### src/rtl/fifo_sync_pkg.sv
`default_nettype none
// ============================================================================
// Module      : fifo_sync_pkg
// Description : Shared defaults and types for the synchronous FIFO. The
//               defaults apply to every FIFO instance placed around the
//               4-port arbiter.
// Revision    : 1.0 - initial release
// ============================================================================
package fifo_sync_pkg;

  // Default geometry for all FIFO instances.
  localparam int FIFO_WORD_SIZE_DEF = 10;
  localparam int ADDR_WIDTH_DEF     = 3;

  // Occupancy status flags, grouped so they can be produced in one place.
  typedef struct packed {
    logic empty;
    logic full;
    logic almost_full;
    logic almost_empty;
  } fifo_flags_t;

  // Number of entries for a given pointer width.
  function automatic int fifo_depth(input int aw);
    return 1 << aw;
  endfunction

endpackage
`default_nettype wire

### src/rtl/fifo_mem.sv
`default_nettype none
// ============================================================================
// Module      : fifo_mem
// Description : DEPTH x W register array with one write port and one
//               registered read port. Array contents are never reset. Only
//               the read register is reset.
// Ports       : clk, reset_L         - clock, synchronous active-low reset
//               we, waddr, wdata     - write port
//               re, raddr            - read request and address
//               rdata                - registered read data, holds when !re
// Revision    : 1.0 - initial release
// ============================================================================
module fifo_mem
  import fifo_sync_pkg::*;
#(
  parameter int FIFO_WORD_SIZE = FIFO_WORD_SIZE_DEF,
  parameter int ADDR_WIDTH     = ADDR_WIDTH_DEF
) (
  input  logic                      clk,
  input  logic                      reset_L,
  input  logic                      we,
  input  logic [ADDR_WIDTH-1:0]     waddr,
  input  logic [FIFO_WORD_SIZE-1:0] wdata,
  input  logic                      re,
  input  logic [ADDR_WIDTH-1:0]     raddr,
  output logic [FIFO_WORD_SIZE-1:0] rdata
);

  localparam int DEPTH = fifo_depth(ADDR_WIDTH);

  logic [FIFO_WORD_SIZE-1:0] mem_q [DEPTH];
  logic [FIFO_WORD_SIZE-1:0] rdata_q;

  // Storage array. It has no reset, so it maps onto plain registers or RAM.
  always_ff @(posedge clk) begin
    if (we) begin
      mem_q[waddr] <= wdata;
    end
  end

  always_ff @(posedge clk) begin
    if (!reset_L) begin
      rdata_q <= '0;
    end else if (re) begin
      rdata_q <= mem_q[raddr];
    end
  end

  assign rdata = rdata_q;

endmodule
`default_nettype wire

### src/rtl/fifo_sync.sv
`default_nettype none
// ============================================================================
// Module      : fifo_sync
// Description : Synchronous FIFO with programmable almost-full/almost-empty
//               thresholds and a sticky overflow/underflow error flag.
// Ports       : clk, reset_L          - clock, synchronous active-low reset
//               push, data_in         - write enable and data
//               pop                   - read enable
//               umbral_af, umbral_ae  - occupancy thresholds (AW+1 bits)
//               data_out, valid_out   - registered read data and its strobe
//               empty, full           - occupancy == 0 / == DEPTH
//               almost_full           - occupancy >= umbral_af
//               almost_empty          - occupancy <= umbral_ae
//               error                 - sticky overflow/underflow
// Revision    : 1.0 - initial release
// ============================================================================
module fifo_sync
  import fifo_sync_pkg::*;
#(
  parameter int FIFO_WORD_SIZE = FIFO_WORD_SIZE_DEF,
  parameter int ADDR_WIDTH     = ADDR_WIDTH_DEF
) (
  input  logic                      clk,
  input  logic                      reset_L,
  input  logic                      push,
  input  logic                      pop,
  input  logic [FIFO_WORD_SIZE-1:0] data_in,
  input  logic [ADDR_WIDTH:0]       umbral_af,
  input  logic [ADDR_WIDTH:0]       umbral_ae,
  output logic [FIFO_WORD_SIZE-1:0] data_out,
  output logic                      valid_out,
  output logic                      empty,
  output logic                      full,
  output logic                      almost_full,
  output logic                      almost_empty,
  output logic                      error
);

  localparam int                  DEPTH    = fifo_depth(ADDR_WIDTH);
  localparam logic [ADDR_WIDTH:0] FULL_CNT = (ADDR_WIDTH + 1)'(DEPTH);

  logic [ADDR_WIDTH-1:0] wr_ptr_q, wr_ptr_d;
  logic [ADDR_WIDTH-1:0] rd_ptr_q, rd_ptr_d;
  logic [ADDR_WIDTH:0]   count_q,  count_d;
  logic                  valid_q,  valid_d;
  logic                  error_q,  error_d;

  fifo_flags_t flags;
  logic        push_acc;
  logic        pop_acc;
  logic        overflow;
  logic        underflow;

  // Flags depend only on the registered count and the live thresholds.
  // A threshold above DEPTH can never be reached, so almost_full stays low.
  always_comb begin
    flags              = '0;
    flags.empty        = (count_q == '0);
    flags.full         = (count_q == FULL_CNT);
    flags.almost_full  = (count_q >= umbral_af);
    flags.almost_empty = (count_q <= umbral_ae);
  end

  // A full FIFO still takes a push when a pop frees a slot in the same cycle.
  // An empty FIFO never forwards the incoming word to the read side.
  assign pop_acc   = pop && !flags.empty;
  assign push_acc  = push && (!flags.full || pop_acc);
  assign overflow  = push && flags.full && !pop;
  assign underflow = pop && flags.empty;

  always_comb begin
    wr_ptr_d = wr_ptr_q;
    rd_ptr_d = rd_ptr_q;
    count_d  = count_q;
    valid_d  = pop_acc;
    error_d  = error_q || overflow || underflow;
    if (push_acc) begin
      wr_ptr_d = wr_ptr_q + 1'b1;
    end
    if (pop_acc) begin
      rd_ptr_d = rd_ptr_q + 1'b1;
    end
    case ({push_acc, pop_acc})
      2'b10:   count_d = count_q + 1'b1;
      2'b01:   count_d = count_q - 1'b1;
      default: count_d = count_q;
    endcase
  end

  always_ff @(posedge clk) begin
    if (!reset_L) begin
      wr_ptr_q <= '0;
      rd_ptr_q <= '0;
      count_q  <= '0;
      valid_q  <= 1'b0;
      error_q  <= 1'b0;
    end else begin
      wr_ptr_q <= wr_ptr_d;
      rd_ptr_q <= rd_ptr_d;
      count_q  <= count_d;
      valid_q  <= valid_d;
      error_q  <= error_d;
    end
  end

  // The enables are gated with reset so a held reset never writes the array.
  fifo_mem #(
    .FIFO_WORD_SIZE (FIFO_WORD_SIZE),
    .ADDR_WIDTH     (ADDR_WIDTH)
  ) u_mem (
    .clk     (clk),
    .reset_L (reset_L),
    .we      (push_acc && reset_L),
    .waddr   (wr_ptr_q),
    .wdata   (data_in),
    .re      (pop_acc && reset_L),
    .raddr   (rd_ptr_q),
    .rdata   (data_out)
  );

  assign valid_out    = valid_q;
  assign error        = error_q;
  assign empty        = flags.empty;
  assign full         = flags.full;
  assign almost_full  = flags.almost_full;
  assign almost_empty = flags.almost_empty;

endmodule
`default_nettype wire
### config.mk
export PLATFORM = sky130hd
export DESIGN_NAME = fifo_sync
export DESIGN_NICKNAME = d
export VERILOG_FILES = /design/src/rtl/fifo_sync_pkg.sv /design/src/rtl/fifo_mem.sv /design/src/rtl/fifo_sync.sv
export SDC_FILE = /design/constraint.sdc
export NUM_CORES = 1
export LEC_CHECK = 0
export CAP_MARGIN = 10
export CORE_MARGIN = 5
export CORE_UTILIZATION = 52
export DETAILED_ROUTE_END_ITERATION = 8
export GPL_ROUTABILITY_DRIVEN = 0
export PLACE_DENSITY_LB_ADDON = 0.15
export SKIP_LAST_GASP = 1
export SYNTH_ARGS = -nofsm -noshare
export SYNTH_HDL_FRONTEND = slang
export SYNTH_HIERARCHICAL = 1
export SYNTH_SLANG_ARGS = --single-unit
### constraint.sdc
create_clock -name clk -period 6.92 [get_ports clk]
set_input_delay 1.384 -clock clk [delete_from_list [all_inputs] [get_ports clk]]
set_output_delay 1.384 -clock clk [all_outputs]
set_load 0.005 [all_outputs]
Word-level counts from Yosys, hierarchy flattened
Memory sizes are Yosys's and may differ from the RTL's. A register that Yosys moved wholly into a read port is not among the register bits.
Cells that the tools add are included.
{"block": "word_totals", "output_inout_bits": 16, "mem_bits_rw": 80, "n_memories": 1, "ff_bits": 12}
{"block": "classes", "mux": 3, "n_reduce_logical": 16, "order_cmp": 2, "add_sub_neg": 4, "n_eq_ne": 3}
{"memory": "u_mem.mem_q", "depth": 8, "width": 10, "read_ports": 1, "rd_clocked_by_memory_dff": 1, "wr": 1, "line_no": "fifo_mem.sv:31", "source": "logic [FIFO_WORD_SIZE-1:0] mem_q [DEPTH];"}
{"op": "$pmux W4 S2", "n": 1}
{"op": "$logic_and A1 B1 Y1", "n": 7}
{"op": "$add A3 B1 Y3 const B", "n": 2}
{"op": "$add A4 B1 Y4 const B", "n": 1}
{"op": "$eq A4 B4 Y1 const B", "n": 1}
{"op": "$ge A4 B4 Y1", "n": 1}
{"op": "$le A4 B4 Y1", "n": 1}
{"op": "$logic_not A1 Y1", "n": 4}
{"op": "$logic_not A4 Y1", "n": 1}
{"op": "$sub A4 B1 Y4 const B", "n": 1}
{"op": "$logic_or A1 B1 Y1", "n": 3}
{"op": "$eq A2 B1 Y1 const B", "n": 1}
{"op": "$eq A2 B2 Y1 const B", "n": 1}
{"op": "$mux W1", "n": 2}
{"op": "$reduce_bool A2 Y1", "n": 1}

Depth between registers and ports, before layout
Gate-level depths: netlist of run 1.
{"block": "depth", "ltp_word": 8, "depth_mapped": 10}

Modules after synthesis
The synthesis of run 1 kept the hierarchy.
{"mod": "fifo_mem", "area_each_um2": 3438.3, "instances": 1, "cells_per_inst": 195}
{"mod": "fifo_sync", "area_each_um2": 857.1, "instances": 1, "cells_per_inst": 100}

Least setup slack after synthesis of run 1
OpenSTA, ideal clock, no wires.
{"block": "synth_timing", "path_kind": "input to output", "from": "input port umbral_ae[1]", "to": "output port almost_empty", "required_time_ns": 5.536, "arrival_time_ns": 2.294, "slack_ns": 3.242, "stages": 6, "path_cell_list": "inv_1 > ha_1 > nor2b_1 > o21a_1 > o21a_1 > o21ai_0"}
{"block": "synth_between", "elab_chain_len": 1}
{"element": "start, declared", "line_no": "fifo_sync.sv:29", "source": "input logic [ADDR_WIDTH:0] umbral_ae,"}
{"element": "$le A4 B4 Y1", "line_no": "fifo_sync.sv:61", "source": "flags.almost_empty = (count_q <= umbral_ae);"}
{"element": "end, declared", "line_no": "fifo_sync.sv:35", "source": "output logic almost_empty,"}
No other way between the ends.

Worst setup path in the final report of run 1
Ends and elaborated chain as after synthesis.

==> results of run 1 <==
[report_power, final]
part	switching (mW)	internal, mW
Combinational	0.153	0.176
Sequential	0.0411	0.692
Clock	0.193	0.190
[tightest hold or removal path, cell delays in order, from the launching register on]
cell,delay (ps)
dfxtp_1,340
nor2_1,50
nor2_1,70
[cell families after synthesis]
| kind of cell | Yosys count |
|---|---|
| AO/OA/AOI/OAI | 57 |
| AND/OR/NAND/NOR | 52 |
| adder cells (fa/ha/maj) | 11 |
| buffers and inverters | 23 |
| XOR/XNOR | 8 |
| flip-flops | 102 |
| multiplexers | 42 |
[stage by stage]
stage / setup WS, ps / power [mW] / hold slack [ps] / instances / cell area, sq um
global placement: 2290 / 1.07 / 453 / 427 / 4720
global route: 2140 / 1.53 / 522 / 443 / 4920
CTS: 2250 / 1.46 / 490 / 443 / 4920
finish: 2260 / 1.45 / 478 / 443 / 4920
detailed placement: 2250 / 1.08 / 468 / 427 / 4720
floorplan: 3240 / 0.986 / 464 / 295 / 4300
[area by class of cell]
type                    count  area [sq um]
clock buffers              12           156
clock inverters             4          51.3
fillers                   624          3210
inverters                  10          38.8
multi-input cells         170          1310
flip-flops and latches    102          2840
well taps                 105           131
repair buffers             40           393
[layer usage]
layer / vias to the layer above / global-route usage / share of wire
li1: 1206 / - / -
met1: 1188 / 0.215 / 0.45
met2: 55 / 0.263 / 0.48
met3: 6 / 0.0457 / 0.057
met4: 0 / 0.0622 / 0.0084
met5: - / 0 / 0
[worst min path at each step]
stage | from | end | slack (ps) | depth (start not counted)
floorplan | error$_SDFF_PN0_ | error$_SDFF_PN0_ | 460 | 2
global placement | error$_SDFF_PN0_ | error$_SDFF_PN0_ | 450 | 2
detailed placement | error$_SDFF_PN0_ | error$_SDFF_PN0_ | 470 | 2
CTS | error$_SDFF_PN0_ | error$_SDFF_PN0_ | 490 | 2
global route | error$_SDFF_PN0_ | error$_SDFF_PN0_ | 520 | 2
finish | error$_SDFF_PN0_ | error$_SDFF_PN0_ | 480 | 2
[flip-flops by register name, indices dropped and copies added (netlist names)]
signal,count
rd_ptr_q,3
valid_out,1
wr_ptr_q,3
u_mem/rdata,10
count_q,4
u_mem/mem_q,80
error,1
[Yosys cell counts, types with 2 or more instances]
cell       n  area, sq um
o311ai_0   2         17.5
mux2_2    20          225
nor2_1    22         82.6
mux2i_1   22          220
nor3_1     3         15.0
dfxtp_1   22          440
a221o_1    9         90.1
clkbuf_1   4         15.0
o21a_1     2         15.0
buf_1      2         7.51
nand4_1    2         12.5
nand2b_1   8         50.1
o22ai_1    9         56.3
xor2_1     5         43.8
ha_1      11          138
edfxtp_1  80         2400
o21ai_0   11         55.1
a21o_1     3         22.5
nand3_1    2         10.0
nand2_1    6         22.5
a21oi_1   13         65.1
buf_6      3         33.8
nor2b_1    2         12.5
inv_1      9         33.8
xnor2_1    3         26.3
==> key figures, run 1 <==
Logic synthesis
  • Synth Area in XOR/XNOR: 0.0163
  • Post-synth top flop: edfxtp_1
  • Synth Area in Compound Gates: 0.0920
  • Largest family of logic cells by synthesized area: multiplexers
  • Avg Cell Area, Syn: 14.6 sq um
  • Yosys warns: 6
  • Post-synthesis mux area share: 0.104
  • Syn_nets: 328
  • EDFF count, synth: 80
  • Yosys cell types: 45
  • Post-Syn Area: 4300 sq um
  • Ys async rst share: 0
  • Simple-Gate Fraction of Synth Area: 0.0609
  • Seq/Total Area, Yosys: 0.662
  • #FFs+latches synth: 102
  • Syn Inst Count: 295
  • Adder-Cell Fraction of Synth Area: 0.0320

Layout
  • Final core utilization: 0.605
  • Commonest non-fill, non-tap cell in the layout: edfxtp_1
  • Commonest non-fill, non-tap cells in the layout: edfxtp_1 (80), clkdlybuf4s50_1 (37), nor2_1 (22), mux2i_1 (22), dfxtp_1 (21)
  • Syn-to-layout area delta: 14.7%
  • # diodes: 0
  • Nets: 366
  • Share of cells above drive strength 1: 0.127

Global route
  • Largest net degree at the start of global routing: 30
  • Initial antenna violation count: 0
  • Gr usage total: 0.165
  • Overflow after GRT: 0
  • Vias in the first global route: 2,383
  • First-pass GRT wire length: 12.5 mm

Floorplanning
  • Initial Util: 0.528
  • Die height: 101 um
  • Row Count: 33
  • IO Pins: 38
  • Chip width: 101 um
  • Die area: 10,200 sq um
  • Core ar.: 8130 sq um

Placed design
  • I/O Buffers: 37
  • DP Wirelength: 4.98 mm

Critical path
  • Crit-path slowest cell: clkdlybuf4s50_1
  • Worst r2r src: count_q[1]$_SDFFE_PN0P_
  • R2r setup slk: 4480 ps
  • Startpoint Class: primary input
  • Stages on the worst setup path: 8
  • Crit-path cells: clkdlybuf4s50_1 -> inv_1 -> ha_1 -> nor2b_1 -> o21a_1 -> o21a_1 -> o21ai_0 -> clkdlybuf4s50_1
  • Buf/Inv on CP: 3
  • Crit Path Max Fanout: 2
  • Slowest stage delay, CP: 520 ps
  • Crit Reg-Reg Endpoint: u_mem/mem_q[2][4]$_DFFE_PP_
  • Worst Path Required: 5540 ps
  • Crit-path leading delay family: buffers and inverters
  • Critical Path Sink: almost_empty
  • Crit path from: umbral_ae[1]
  • Crit path DAT: 3270 ps
  • Worst Setup End Kind: primary output
  • Reg2Reg Depth: 5
  • CP Class: primary input to primary output

Timing
  • Setup violations, final: 0
  • Fin. max-slew vios: 0
  • Headroom to the max-slew limit: 0.261
  • Hold Violations, Final: 0
  • Worst-Margin Slew: 1110 ps
  • Tmin final: 4660 ps
  • RSZ-0062 raised after global routing: no
  • Worst-case clock skew: 12.5 ps
  • Final period util: 0.673
  • Fin Setup TNS: 0 ps
  • Peak Freq: 0.215 GHz

Run status
  • Status: finished clean

Routing
  • Final WL: 7.77 mm
  • WL/cell: 17.5 um
  • Routed vias: 2,455
  • Vias per Instance: 5.54
  • DRC errors left: 0
  • ANT nets after route: 0
  • TritonRoute pass-1 iters: 4
  • Iteration-0 DRC count of the detailed router: 94

Power and ir drop
  • P_leak: 1.69 nW
  • Maximum VDD drop: 163 uV
  • Pwr Density: 294 nW/um^2

Clock network
  • Hold_buf cts: 0
  • CTS root buffer: clkbuf_8
  • Worst skew pair latency: 350 ps
  • Reg clk slew, reported paths: 90 ps
  • Max Buffers Root-to-Sink: 2
  • TritonCTS buffer count: 9
  • CTS sink count: 102
  • Setup bufs post-CTS: 0
  • Post-CTS resize count: 0
  • H-Tree Level Count: 3
  • CTS tree: built

Run
  • Max Cap Viol: 0

Min path
  • Hold WC Path Type: flip-flop to flip-flop
(Power assumes the default switching activity.)
==> run 2, diff against run 1 <==
--- a/config.mk
+++ b/config.mk
@@ -7,7 +7,7 @@
 export LEC_CHECK = 0
 export CAP_MARGIN = 10
 export CORE_MARGIN = 5
-export CORE_UTILIZATION = 52
+export CORE_UTILIZATION = 51
 export DETAILED_ROUTE_END_ITERATION = 8
 export GPL_ROUTABILITY_DRIVEN = 0
 export PLACE_DENSITY_LB_ADDON = 0.15
==> constraint.sdc (replaced) <==
create_clock -name clk -period 3.9 [get_ports clk]
set_input_delay 0.78 -clock clk [delete_from_list [all_inputs] [get_ports clk]]
set_output_delay 0.78 -clock clk [all_outputs]
set_load 0.005 [all_outputs]
==> run 2 against run 1 <==
Net effect:
- count of clock-buffer cells in the layout down 3
- flip-flop and latch count stayed put
- routed wire length up 12%
- global-route usage is 1.5 points higher
- sequential power rose by 84%
- via count up 6.1%
- clock power up 59%
- critical path depth did not move
- combinational power increased by 68%
- total power is 73% higher
- die area is 1.8% higher
- clock skew is 2.6 ps lower
- critical endpoint unchanged
- largest cell class unchanged
==> key figures, run 2 (synthesized netlist as in run 1, its figures left out) <==
Run status
  • Status: finished clean

Timing
  • Fin Setup TNS: 0 ps (unchanged)
  • Hold Violations, Final: 0 (unchanged)
  • Tmin final: 3450 ps
  • Setup violations, final: 0 (unchanged)
  • Worst-case clock skew: 9.96 ps (-2.57 ps)
  • Fin. max-slew vios: 0 (unchanged)
  • Headroom to the max-slew limit: 0.225 (-0.0360)
  • Tightest hold margin: 479 ps (+1.31 ps)
  • Final period util: 0.886
  • Peak Freq: 0.290 GHz
  • Fin worst setup slack: 446 ps (-1820 ps)
  • RSZ-0062 raised after global routing: no
  • Worst-Margin Slew: 1160 ps (+58.1 ps)

Power and ir drop
  • P_leak: 1.74 nW (+3.1%)
  • Sw frac: 0.286 (+0.0178)
  • Flop pwr share: 0.537 (+0.030)
  • Maximum VDD drop: 308 uV (+89%)
  • Internal power: 1.79 mW (+69%)
  • Net Sw Power: 0.716 mW (+85%)
  • Pwr Density: 503 nW/um^2 (+71%)
  • Pwr Total: 2.51 mW (+73%)
  • Combinational power share: 0.221 (-0.007)
  • Clock share of power: 0.242 (-0.023)

Clock network
  • H-Tree Level Count: 3 (unchanged)
  • CTS sink count: 102 (unchanged)
  • CTS root buffer: clkbuf_8
  • Worst skew pair latency: 350 ps (about the same)
  • Reg clk slew, reported paths: 100 ps (about the same)
  • TritonCTS buffer count: 9 (unchanged)
  • Hold_buf cts: 0 (unchanged)
  • Setup bufs post-CTS: 0 (unchanged)
  • CTS tree: built
  • Post-CTS resize count: 0 (unchanged)
  • Max Buffers Root-to-Sink: 2 (unchanged)

Floorplanning
  • Die area: 10,400 sq um (+1.8%)
  • Initial Util: 0.523 (-0.00531)
  • Die height: 102 um (+0.88%)
  • Row Count: 33 (unchanged)
  • Core ar.: 8220 sq um (+1.0%)
  • IO Pins: 38 (unchanged)
  • Chip width: 102 um (+0.88%)

Global route
  • Vias in the first global route: 2,605 (+9.3%)
  • Gr usage total: 0.180 (+0.0154)
  • Largest net degree at the start of global routing: 43 (+43%)
  • Initial antenna violation count: 0 (unchanged)
  • Overflow after GRT: 0 (unchanged)
  • First-pass GRT wire length: 13.8 mm (+9.8%)

Run
  • Max Cap Viol: 0 (unchanged)

Critical path
  • Worst Path Required: 3120 ps (-2420 ps)
  • R2r setup slk: 1680 ps (-2800 ps)
  • Startpoint Class: primary input
  • CP Class: primary input to primary output
  • Worst Setup End Kind: primary output
  • Crit Path Max Fanout: 2 (unchanged)
  • Crit path from: umbral_ae[1]
  • Reg2Reg Depth: 9 (+4)
  • Worst r2r src: count_q[3]$_SDFFE_PN0P_
  • Crit path DAT: 2670 ps (-600 ps)
  • Crit Reg-Reg Endpoint: count_q[2]$_SDFFE_PN0P_
  • Critical Path Sink: almost_empty

Routing
  • Iteration-0 DRC count of the detailed router: 142 (+51%)
  • TritonRoute pass-1 iters: 4 (unchanged)
  • Routed vias: 2,605 (+6.1%)
  • Vias per Instance: 5.74 (+3.5%)
  • ANT nets after route: 0 (unchanged)
  • Final WL: 8.72 mm (+12%)
  • DRC errors left: 0 (unchanged)
  • WL/cell: 19.2 um (+9.6%)

Layout
  • Share of cells above drive strength 1: 0.160 (+0.0332)
  • Syn-to-layout area delta: 16.1%
  • Finished Layout Cells: 454 (+2.5%)
  • Commonest non-fill, non-tap cells in the layout: edfxtp_1 (80), clkdlybuf4s50_1 (37), nor2_1 (22), mux2i_1 (22), dfxtp_1 (21)
  • Nets: 377 (+3.0%)
  • # diodes: 0 (unchanged)
  • Most flop-heavy register: u_mem/mem_q
  • Largest register FFs: 80 (unchanged)
  • Commonest non-fill, non-tap cell in the layout: edfxtp_1
  • Final core utilization: 0.607 (+0.00123)
  • Cell area after layout: 4980 sq um (+1.2%)

Placed design
  • I/O Buffers: 37 (unchanged)
  • Placed insts: 438 (+2.6%)
  • DP Area: 4800 sq um (+1.8%)
  • DP Wirelength: 5.49 mm (+10%)
  • Setup WS pre-CTS: 439 ps (-1810 ps)

Min path
  • Hold WC Path Type: flip-flop to flip-flop
==> run 2: worst min-delay path by stage <==
stage | cells after the start | slack [ps] | endpoint | startpoint
finish | 2 | 480 | error$_SDFF_PN0_ | error$_SDFF_PN0_
detailed placement | 2 | 470 | error$_SDFF_PN0_ | error$_SDFF_PN0_
global placement | 2 | 450 | error$_SDFF_PN0_ | error$_SDFF_PN0_
floorplan | 2 | 460 | error$_SDFF_PN0_ | error$_SDFF_PN0_
CTS | 2 | 490 | error$_SDFF_PN0_ | error$_SDFF_PN0_
global route | 2 | 530 | error$_SDFF_PN0_ | error$_SDFF_PN0_
==> run 2: worst max-delay path, stage by stage <==
cell and delay, ps:
clkdlybuf4s50_1 450, inv_1 40, ha_1 290, nor2b_1 140, o21a_1 160, o21a_1 150
o21ai_0 140, clkdlybuf4s50_1 520
==> run 2: final cells by class <==
| class | count | area, sq um |
|---|---|---|
| fill | 666 | 3230 |
| sequential | 102 | 2840 |
| multi-input combinational | 170 | 1310 |
| timing repair buffer | 51 | 475 |
| tap | 105 | 131 |
| clock buffer | 9 | 124 |
| clock inverter | 7 | 61.3 |
| inverter | 10 | 38.8 |
==> run 2: power by group through the flow <==
stage                     clock network, mW  registers [mW]  logic, mW
after floorplan                           0            1.29      0.455
after global placement                    0            1.37      0.540
after detailed placement                  0            1.37      0.558
after CTS                             0.622            1.35      0.561
after global routing                  0.673            1.36      0.611
final                                 0.608            1.35      0.554
==> run 2: per-layer routing <==
metal	GRT usage	part of all wire	routed length, um
met1	0.229	0.43	3780
met2	0.309	0.50	4400
met5	0	0	0
met3	0.0358	0.052	454
met4	0.0613	0.0094	82
